$ cat config.mk
export PLATFORM = sky130hd
export DESIGN_NAME = zsw_press_classifier_flat
export DESIGN_NICKNAME = d
export VERILOG_FILES = /design/src/rtl/zsw_press_classifier_if.sv /design/src/rtl/zsw_press_classifier.sv /design/src/flat_wrapper.sv
export SDC_FILE = /design/constraint.sdc
export NUM_CORES = 1
export LEC_CHECK = 0
export ABC_AREA = 1
export BUFFER_PORTS_ARGS = -buffer_cell sky130_fd_sc_hd__buf_2
export CORE_ASPECT_RATIO = 0.7
export CORE_UTILIZATION = 45
export CTS_CLUSTER_DIAMETER = 50
export CTS_CLUSTER_SIZE = 25
export DETAILED_ROUTE_END_ITERATION = 7
export HOLD_SLACK_MARGIN = 0.05
export SKIP_CTS_REPAIR_TIMING = 1
export SKIP_LAST_GASP = 1
export SLEW_MARGIN = 20
export SYNTH_ARGS = -nofsm -noshare
export SYNTH_HDL_FRONTEND = slang
export SYNTH_SLANG_ARGS = --single-unit
export TNS_END_PERCENT = 1
$ cat constraint.sdc
create_clock -name iClk -period 4.62 [get_ports iClk]
set_input_delay 0.693 -clock iClk [delete_from_list [all_inputs] [get_ports iClk]]
set_output_delay 0.693 -clock iClk [all_outputs]
set_load 0.02 [all_outputs]
$ cat src/rtl/zsw_press_classifier_if.sv
// ---------------------------------------------------------------------------
// zsw_press_classifier_if
// Bundles the debounced press/release pulses going into the press classifier
// and the gesture events coming out of it.
//   iSwDown  : one-cycle pulse on debounced press
//   iSwUp    : one-cycle pulse on debounced release
//   oShort   : one-cycle pulse, single short press classified
//   oLong    : one-cycle pulse, long-press threshold reached
//   oDouble  : one-cycle pulse, double click classified
//   oHeld    : level, high while the switch is held past the long threshold
//   oRepeat  : one-cycle auto-repeat pulse (0 unless auto-repeat is built in)
//   oEvtCnt  : running count of short/long/double pulses, wraps 255->0
//   oState   : classifier FSM state, for debug
// Modports: master = switch source / event consumer, slave = classifier.
// ---------------------------------------------------------------------------
interface zsw_press_classifier_if;
  logic       iSwDown;
  logic       iSwUp;
  logic       oShort;
  logic       oLong;
  logic       oDouble;
  logic       oHeld;
  logic       oRepeat;
  logic [7:0] oEvtCnt;
  logic [2:0] oState;

  modport master (
    output iSwDown, iSwUp,
    input  oShort, oLong, oDouble, oHeld, oRepeat, oEvtCnt, oState
  );

  modport slave (
    input  iSwDown, iSwUp,
    output oShort, oLong, oDouble, oHeld, oRepeat, oEvtCnt, oState
  );
endinterface

$ cat src/rtl/zsw_press_classifier.sv
// ---------------------------------------------------------------------------
// zsw_press_classifier
// Classifies one switch's debounced press/release pulses into gesture events:
// short press, long press, double click and (optionally) auto-repeat.
// All outputs are registered; event pulses appear the cycle after the
// deciding input/timer condition is sampled.
// Ports:
//   iClk : fabric clock, rising edge
//   iRst : asynchronous active-high reset
//   bus  : zsw_press_classifier_if.slave (switch pulses in, events out)
// Optional feature: define ZSW_AUTOREPEAT_EN to emit oRepeat every
// REPEAT_CYC cycles while in LONG_HOLD. Without it oRepeat is tied 0 and the
// timer saturates in LONG_HOLD.
// ---------------------------------------------------------------------------
module zsw_press_classifier #(
  parameter int unsigned LONG_CYC    = 50000000,
  parameter int unsigned DBL_GAP_CYC = 15000000,
  parameter int unsigned REPEAT_CYC  = 10000000,
  parameter int unsigned CNT_W       = 26
) (
  input  logic                 iClk,
  input  logic                 iRst,
  zsw_press_classifier_if.slave bus
);

  typedef enum logic [2:0] {
    IDLE      = 3'd0,
    PRESS1    = 3'd1,
    WAIT_GAP  = 3'd2,
    PRESS2    = 3'd3,
    LONG_HOLD = 3'd4
  } state_t;

  localparam logic [CNT_W-1:0] LONG_LAST = CNT_W'(LONG_CYC - 1);
  localparam logic [CNT_W-1:0] GAP_LAST  = CNT_W'(DBL_GAP_CYC - 1);
`ifdef ZSW_AUTOREPEAT_EN
  localparam logic [CNT_W-1:0] REP_LAST  = CNT_W'(REPEAT_CYC - 1);
`endif

  // Every threshold must be at least 2 and must fit in the timer.
  localparam bit CFG_OK = (LONG_CYC >= 2) && (DBL_GAP_CYC >= 2) && (REPEAT_CYC >= 2) &&
                          (64'(LONG_CYC)    <= (64'd1 << CNT_W)) &&
                          (64'(DBL_GAP_CYC) <= (64'd1 << CNT_W)) &&
                          (64'(REPEAT_CYC)  <= (64'd1 << CNT_W));

  generate
    if (!CFG_OK) begin : g_cfg_err
      $error("zsw_press_classifier: illegal LONG_CYC/DBL_GAP_CYC/REPEAT_CYC/CNT_W");
    end
  endgenerate

  state_t           state;
  logic [CNT_W-1:0] timer;
  logic [CNT_W-1:0] timer_inc;
  logic             down_ok;
  logic             up_ok;
  logic             short_q;
  logic             long_q;
  logic             double_q;
  logic             held_q;
  logic             repeat_q;
  logic [7:0]       evt_cnt;

  // A press and release in the same cycle is treated as a glitch: both dropped.
  assign down_ok   = bus.iSwDown & ~bus.iSwUp;
  assign up_ok     = bus.iSwUp & ~bus.iSwDown;
  // Saturating increment so the timer never wraps.
  assign timer_inc = (&timer) ? timer : timer + CNT_W'(1);

  always_ff @(posedge iClk or posedge iRst) begin
    if (iRst) begin
      state    <= IDLE;
      timer    <= '0;
      short_q  <= 1'b0;
      long_q   <= 1'b0;
      double_q <= 1'b0;
      held_q   <= 1'b0;
      repeat_q <= 1'b0;
      evt_cnt  <= '0;
    end else begin
      short_q  <= 1'b0;
      long_q   <= 1'b0;
      double_q <= 1'b0;
      repeat_q <= 1'b0;
      case (state)
        IDLE: begin
          timer <= '0;
          if (down_ok) state <= PRESS1;
        end
        PRESS1: begin
          // Release has priority over the long threshold in the same cycle.
          if (up_ok) begin
            state <= WAIT_GAP;
            timer <= '0;
          end else if (timer == LONG_LAST) begin
            state   <= LONG_HOLD;
            timer   <= '0;
            long_q  <= 1'b1;
            held_q  <= 1'b1;
            evt_cnt <= evt_cnt + 8'd1;
          end else begin
            timer <= timer_inc;
          end
        end
        WAIT_GAP: begin
          // A second press has priority over the gap timeout.
          if (down_ok) begin
            state <= PRESS2;
            timer <= '0;
          end else if (timer == GAP_LAST) begin
            state   <= IDLE;
            timer   <= '0;
            short_q <= 1'b1;
            evt_cnt <= evt_cnt + 8'd1;
          end else begin
            timer <= timer_inc;
          end
        end
        PRESS2: begin
          // A held second click still reports as a double, never as a long.
          if (up_ok) begin
            state    <= IDLE;
            timer    <= '0;
            double_q <= 1'b1;
            evt_cnt  <= evt_cnt + 8'd1;
          end else if (timer == LONG_LAST) begin
            state    <= LONG_HOLD;
            timer    <= '0;
            double_q <= 1'b1;
            held_q   <= 1'b1;
            evt_cnt  <= evt_cnt + 8'd1;
          end else begin
            timer <= timer_inc;
          end
        end
        LONG_HOLD: begin
          if (up_ok) begin
            state  <= IDLE;
            timer  <= '0;
            held_q <= 1'b0;
          end else begin
`ifdef ZSW_AUTOREPEAT_EN
            if (timer == REP_LAST) begin
              timer    <= '0;
              repeat_q <= 1'b1;
            end else begin
              timer <= timer_inc;
            end
`else
            timer <= timer_inc;
`endif
          end
        end
        default: begin
          state  <= IDLE;
          timer  <= '0;
          held_q <= 1'b0;
        end
      endcase
    end
  end

  assign bus.oShort  = short_q;
  assign bus.oLong   = long_q;
  assign bus.oDouble = double_q;
  assign bus.oHeld   = held_q;
  assign bus.oRepeat = repeat_q;
  assign bus.oEvtCnt = evt_cnt;
  assign bus.oState  = state;

endmodule
$ cat src/flat_wrapper.sv
// flat-port wrapper written by rule: the top's interface ports become plain ports
module zsw_press_classifier_flat 
#(
  parameter int unsigned LONG_CYC    = 50000000,
  parameter int unsigned DBL_GAP_CYC = 15000000,
  parameter int unsigned REPEAT_CYC  = 10000000,
  parameter int unsigned CNT_W       = 26
)
  (iClk, iRst, bus_iSwDown, bus_iSwUp, bus_oShort, bus_oLong, bus_oDouble, bus_oHeld, bus_oRepeat, bus_oEvtCnt, bus_oState);
  zsw_press_classifier_if bus_i ();
  input  logic iClk;
  input  logic iRst;
  input wire logic [$bits(bus_i.iSwDown)-1:0] bus_iSwDown;
  input wire logic [$bits(bus_i.iSwUp)-1:0] bus_iSwUp;
  output wire logic [$bits(bus_i.oShort)-1:0] bus_oShort;
  output wire logic [$bits(bus_i.oLong)-1:0] bus_oLong;
  output wire logic [$bits(bus_i.oDouble)-1:0] bus_oDouble;
  output wire logic [$bits(bus_i.oHeld)-1:0] bus_oHeld;
  output wire logic [$bits(bus_i.oRepeat)-1:0] bus_oRepeat;
  output wire logic [$bits(bus_i.oEvtCnt)-1:0] bus_oEvtCnt;
  output wire logic [$bits(bus_i.oState)-1:0] bus_oState;
  assign bus_i.iSwDown = bus_iSwDown;
  assign bus_i.iSwUp = bus_iSwUp;
  assign bus_oShort = bus_i.oShort;
  assign bus_oLong = bus_i.oLong;
  assign bus_oDouble = bus_i.oDouble;
  assign bus_oHeld = bus_i.oHeld;
  assign bus_oRepeat = bus_i.oRepeat;
  assign bus_oEvtCnt = bus_i.oEvtCnt;
  assign bus_oState = bus_i.oState;
  zsw_press_classifier #(.LONG_CYC(LONG_CYC), .DBL_GAP_CYC(DBL_GAP_CYC), .REPEAT_CYC(REPEAT_CYC), .CNT_W(CNT_W)) u_core (.iClk(iClk), .iRst(iRst), .bus(bus_i));
endmodule
==> results.md <==
Outcome:
- The flow ran to the end, and the final reports show no timing, DRC or antenna violations.

Synth:
- Averaged over all synthesized cells, the footprint is about 7 um2.
- The area share of the largest cell type after synthesis is between 30% and 40%.
- The number of distinct library cell variants in the gate-level netlist after synthesis is 37.
- The flip-flop and latch count after synthesis is 41.
- Synthesis handed over a netlist of approximately 400 instances.
- Yosys printed 0 warnings.
- The dominant cell type by area after synthesis is sky130_fd_sc_hd__dfrtp_1.
- The synthesized design contains 0 enable-type register cells.
- Ranked by total cell area, the synthesized netlist is headed by sky130_fd_sc_hd__dfrtp_1 36%, sky130_fd_sc_hd__nand2_1 14%, sky130_fd_sc_hd__nor2_1 9.1%, sky130_fd_sc_hd__inv_1 5.8%, sky130_fd_sc_hd__nand4_1 5.1%.
- The portion of the post-synthesis area used by sequential elements is between 30% and 40%.
- For this run, asynchronously set or reset flops after synthesis account for 100%.
- The most used flip-flop cell after synthesis is sky130_fd_sc_hd__dfrtp_1.
- When the netlist entered floorplanning its net count stood at slightly above 400.
- The netlist area before placement is 0.00284 mm2.

Finish:
- For this run, the post-layout net count is 434.
- 0 antenna diodes ended up in the layout.
- Relative to the synthesized area, the layout overhead comes to 7.50%.
- The post-route netlist has ~17% of its cells at a drive strength greater than 1.
- The most frequent standard cell in the layout excluding fill and tap cells is sky130_fd_sc_hd__nand2_1.
- The library cells used most frequently in the layout, excluding fill and tap cells, are 108 x sky130_fd_sc_hd__nand2_1, 69 x sky130_fd_sc_hd__nor2_1, 43 x sky130_fd_sc_hd__inv_1.

Worst setup path:
- At the worst endpoint, the required time is ~4.8 ns.
- The peak fanout along the critical path is 14.
- The kind of end point of the critical path is a flop.
- The category of the worst setup path launch point is a flop.
- The critical setup path kind is flop to flop.
- Data on the critical path arrives at its endpoint at between 2 and 2.5 ns.

Power and ir drop:
- VDD sags by at most ~0.19 mV.
- Summed over all cells, the static leakage comes to roughly 1.5 nW.
- The power density over the cells is around 350 mW/mm2.

Place:
- At the end of routability-driven placement, the weighted congestion stood at between 0.9 and 1.
- The placed wire-length estimate after detailed placement is about 5.5 mm.
- The count of buffers added on input and output ports is 18.

STA:
- The maximum clock rate is around 510 MHz.
- The worst path needs slightly below 2 ns of the cycle, external delays included.
- Setup repair after global routing left no endpoint under its margin.
- The max-slew violation count is 0.
- For the pin with the worst max-slew slack, the measured transition is 0.545 ns.
- The hold slack is about 0.47 ns.
- Setup violations remaining at the end of the flow were counted as 0.
- On the final layout, the worst clock skew is about 0.0077 ns.
- The sum of negative setup slack is 0 ns.
- In the finished design, the share of the clock period the worst path needs comes to between 40% and 50%.
- The total count of hold-check failures in the final report is 0.
- The headroom to the max-slew limit is 63.7%.

Floorplanning:
- In this run the horizontal extent of the chip is 96.9 um.
- The die is just under 70 um tall.
- The core outline area is approximately 0.0059 mm2.
- The number of I/O pins is 20.
- The starting density of the core is ~48%.
- The floorplan row count is 23.
- The die outline area is 0.00663 mm2.

Global route:
- For this run the aggregate overflow at the end of global routing stands at 0.
- For this run, the total global-route usage over all layers was measured as 23.4%.
- The number of antenna violations at the first check in global routing is 0.
- The first-pass GRT wire length is between 10 and 15 mm.
- Entering global routing, the biggest net connects 42 pins.
- The number of global-route vias before repair is 2,331.

Drt:
- After detailed routing, the number of remaining DRC violations is 0.
- For this block, the via count after detailed routing is between 2,000 and 3,000.
- After detailed routing, the number of vias per cell comes to 5.26.
- The detail-routed net length per standard cell is roughly 14 um.
- In this run, the number of DRC markers left after iteration 0 of detailed routing was 264.
- The total detailed-routing wirelength is between 7 and 8 mm.
- The post-detailed-route count of antenna-violating nets is 0.
- The pre-antenna-repair detailed-routing pass consisted of 5 iterations.

CTS:
- The clock network latency to the later pin of the worst-skew pair is between 0.2 and 0.3 ns.
- The clock net sink count is roughly 40.
- The TritonCTS clock tree is built.
- The number of clock buffers added by TritonCTS is 5.
- In this run the deepest clock path goes through 2 buffers.
- Clock-pin slew was measured on the worst setup and hold paths at ~0.08 ns.
- In this run the clock root is driven by a sky130_fd_sc_hd__clkbuf_8.
- The H-tree was split into 2 levels.

Worst hold path:
- The worst min-delay path class is flop to flop.

Job:
- Max-cap violations in this run came to 0.
==> cell usage after synthesis, types with 2 or more instances <==
master,count
sky130_fd_sc_hd__dfrtp_1,41
sky130_fd_sc_hd__nor2_8,2
sky130_fd_sc_hd__nand3_2,5
sky130_fd_sc_hd__xor2_1,6
sky130_fd_sc_hd__inv_2,7
sky130_fd_sc_hd__nand2_2,7
sky130_fd_sc_hd__nor3_1,13
sky130_fd_sc_hd__buf_6,3
sky130_fd_sc_hd__inv_1,44
sky130_fd_sc_hd__nand4_1,23
sky130_fd_sc_hd__o21ai_1,2
sky130_fd_sc_hd__nand2_1,108
sky130_fd_sc_hd__nand3_1,28
sky130_fd_sc_hd__a21oi_1,7
sky130_fd_sc_hd__o21ai_0,3
sky130_fd_sc_hd__nor2_2,17
sky130_fd_sc_hd__nand3_4,2
sky130_fd_sc_hd__ha_1,2
sky130_fd_sc_hd__nor2_1,69
==> per-layer routing <==
| metal | up-vias | routed length [um] | global-route usage (%) |
|---|---|---|---|
| li1 | 1335 | - | - |
| met1 | 1211 | 3940 | 37.3 |
| met2 | 103 | 2660 | 31.9 |
| met3 | 4 | 590 | 4.29 |
| met4 | 0 | 42 | 4.48 |
| met5 | - | 0 | 0 |
==> flip-flops by register name, summed over array words and instances, names as in the netlist <==
signal,flops
u_core.bus.oEvtCnt,8
u_core.timer,26
u_core.bus.oLong,1
u_core.bus.oHeld,1
u_core.bus.oShort,1
u_core.bus.oState,3
u_core.bus.oDouble,1
==> final timing paths <==
kind | from | endpoint | slack (ns) | cells after the start
hold reg to reg | u_core.bus.oHeld | u_core.bus.oHeld | 0.47 | 2
hold / removal | u_core.bus.oHeld | u_core.bus.oHeld | 0.47 | 2
setup / recovery | u_core.timer[1] | u_core.timer[20] | 2.65 | 10
max in group asynchronous | iRst | u_core.timer[10] | 3.73 | 3
min in group asynchronous | iRst | u_core.timer[3] | 0.52 | 3
setup reg to reg | u_core.timer[1] | u_core.timer[20] | 2.65 | 10
==> per-stage QoR <==
step                utilization, %  setup slack, ns  total power, mW  area [um2]  cells
floorplan                        -             2.93            0.777        2840    407
global placement              50.3             2.63            0.833        2970    496
detailed placement            50.3             2.63            0.834        2970    496
CTS                           51.7             2.64             1.07        3050    504
global route                  51.7             2.43             1.13        3050    504
finish                        51.7             2.65             1.06        3050    504
==> cell type report <==
type | instances | area [um2]
inverter | 52 | 198
clock buffer | 6 | 72.6
fill | 593 | 2850
timing repair buffer | 19 | 97.6
clock inverter | 2 | 10.0
sequential | 41 | 1030
tap | 75 | 93.8
multi-input combinational | 309 | 1550
==> worst max-delay path, cell delays in order, from the launching register on <==
cell and delay (ns):
sky130_fd_sc_hd__dfrtp_1 0.37, sky130_fd_sc_hd__ha_1 0.25, sky130_fd_sc_hd__inv_2 0.09, sky130_fd_sc_hd__nor2_8 0.18, sky130_fd_sc_hd__inv_2 0.07, sky130_fd_sc_hd__nor2_2 0.11
sky130_fd_sc_hd__nand3_2 0.13, sky130_fd_sc_hd__nand3_2 0.13, sky130_fd_sc_hd__nand3_4 0.20, sky130_fd_sc_hd__inv_4 0.24, sky130_fd_sc_hd__nor2_1 0.07
==> report_power, final <==
part	switching (mW)	total [mW]	internal [mW]
sequential	0.0406	0.435	0.395
clock	0.129	0.234	0.105
combinational	0.284	0.393	0.109
==> kinds of logic (layout without fill, tap and decap cells) <==
group | after synthesis | after routing | share of synthesized area [%]
flip-flops | 41 | 41 | 36.2
AO/OA/AOI/OAI | 18 | 18 | 4.01
AND/OR/NAND/NOR | 281 | 281 | 47.5
adder cells (fa/ha/maj) | 2 | 2 | 0.882
other | 1 | 1 | 0.132
XOR/XNOR | 7 | 7 | 2.16
buffers and inverters | 57 | 79 | 9.13
(Power assumes the default switching activity.)
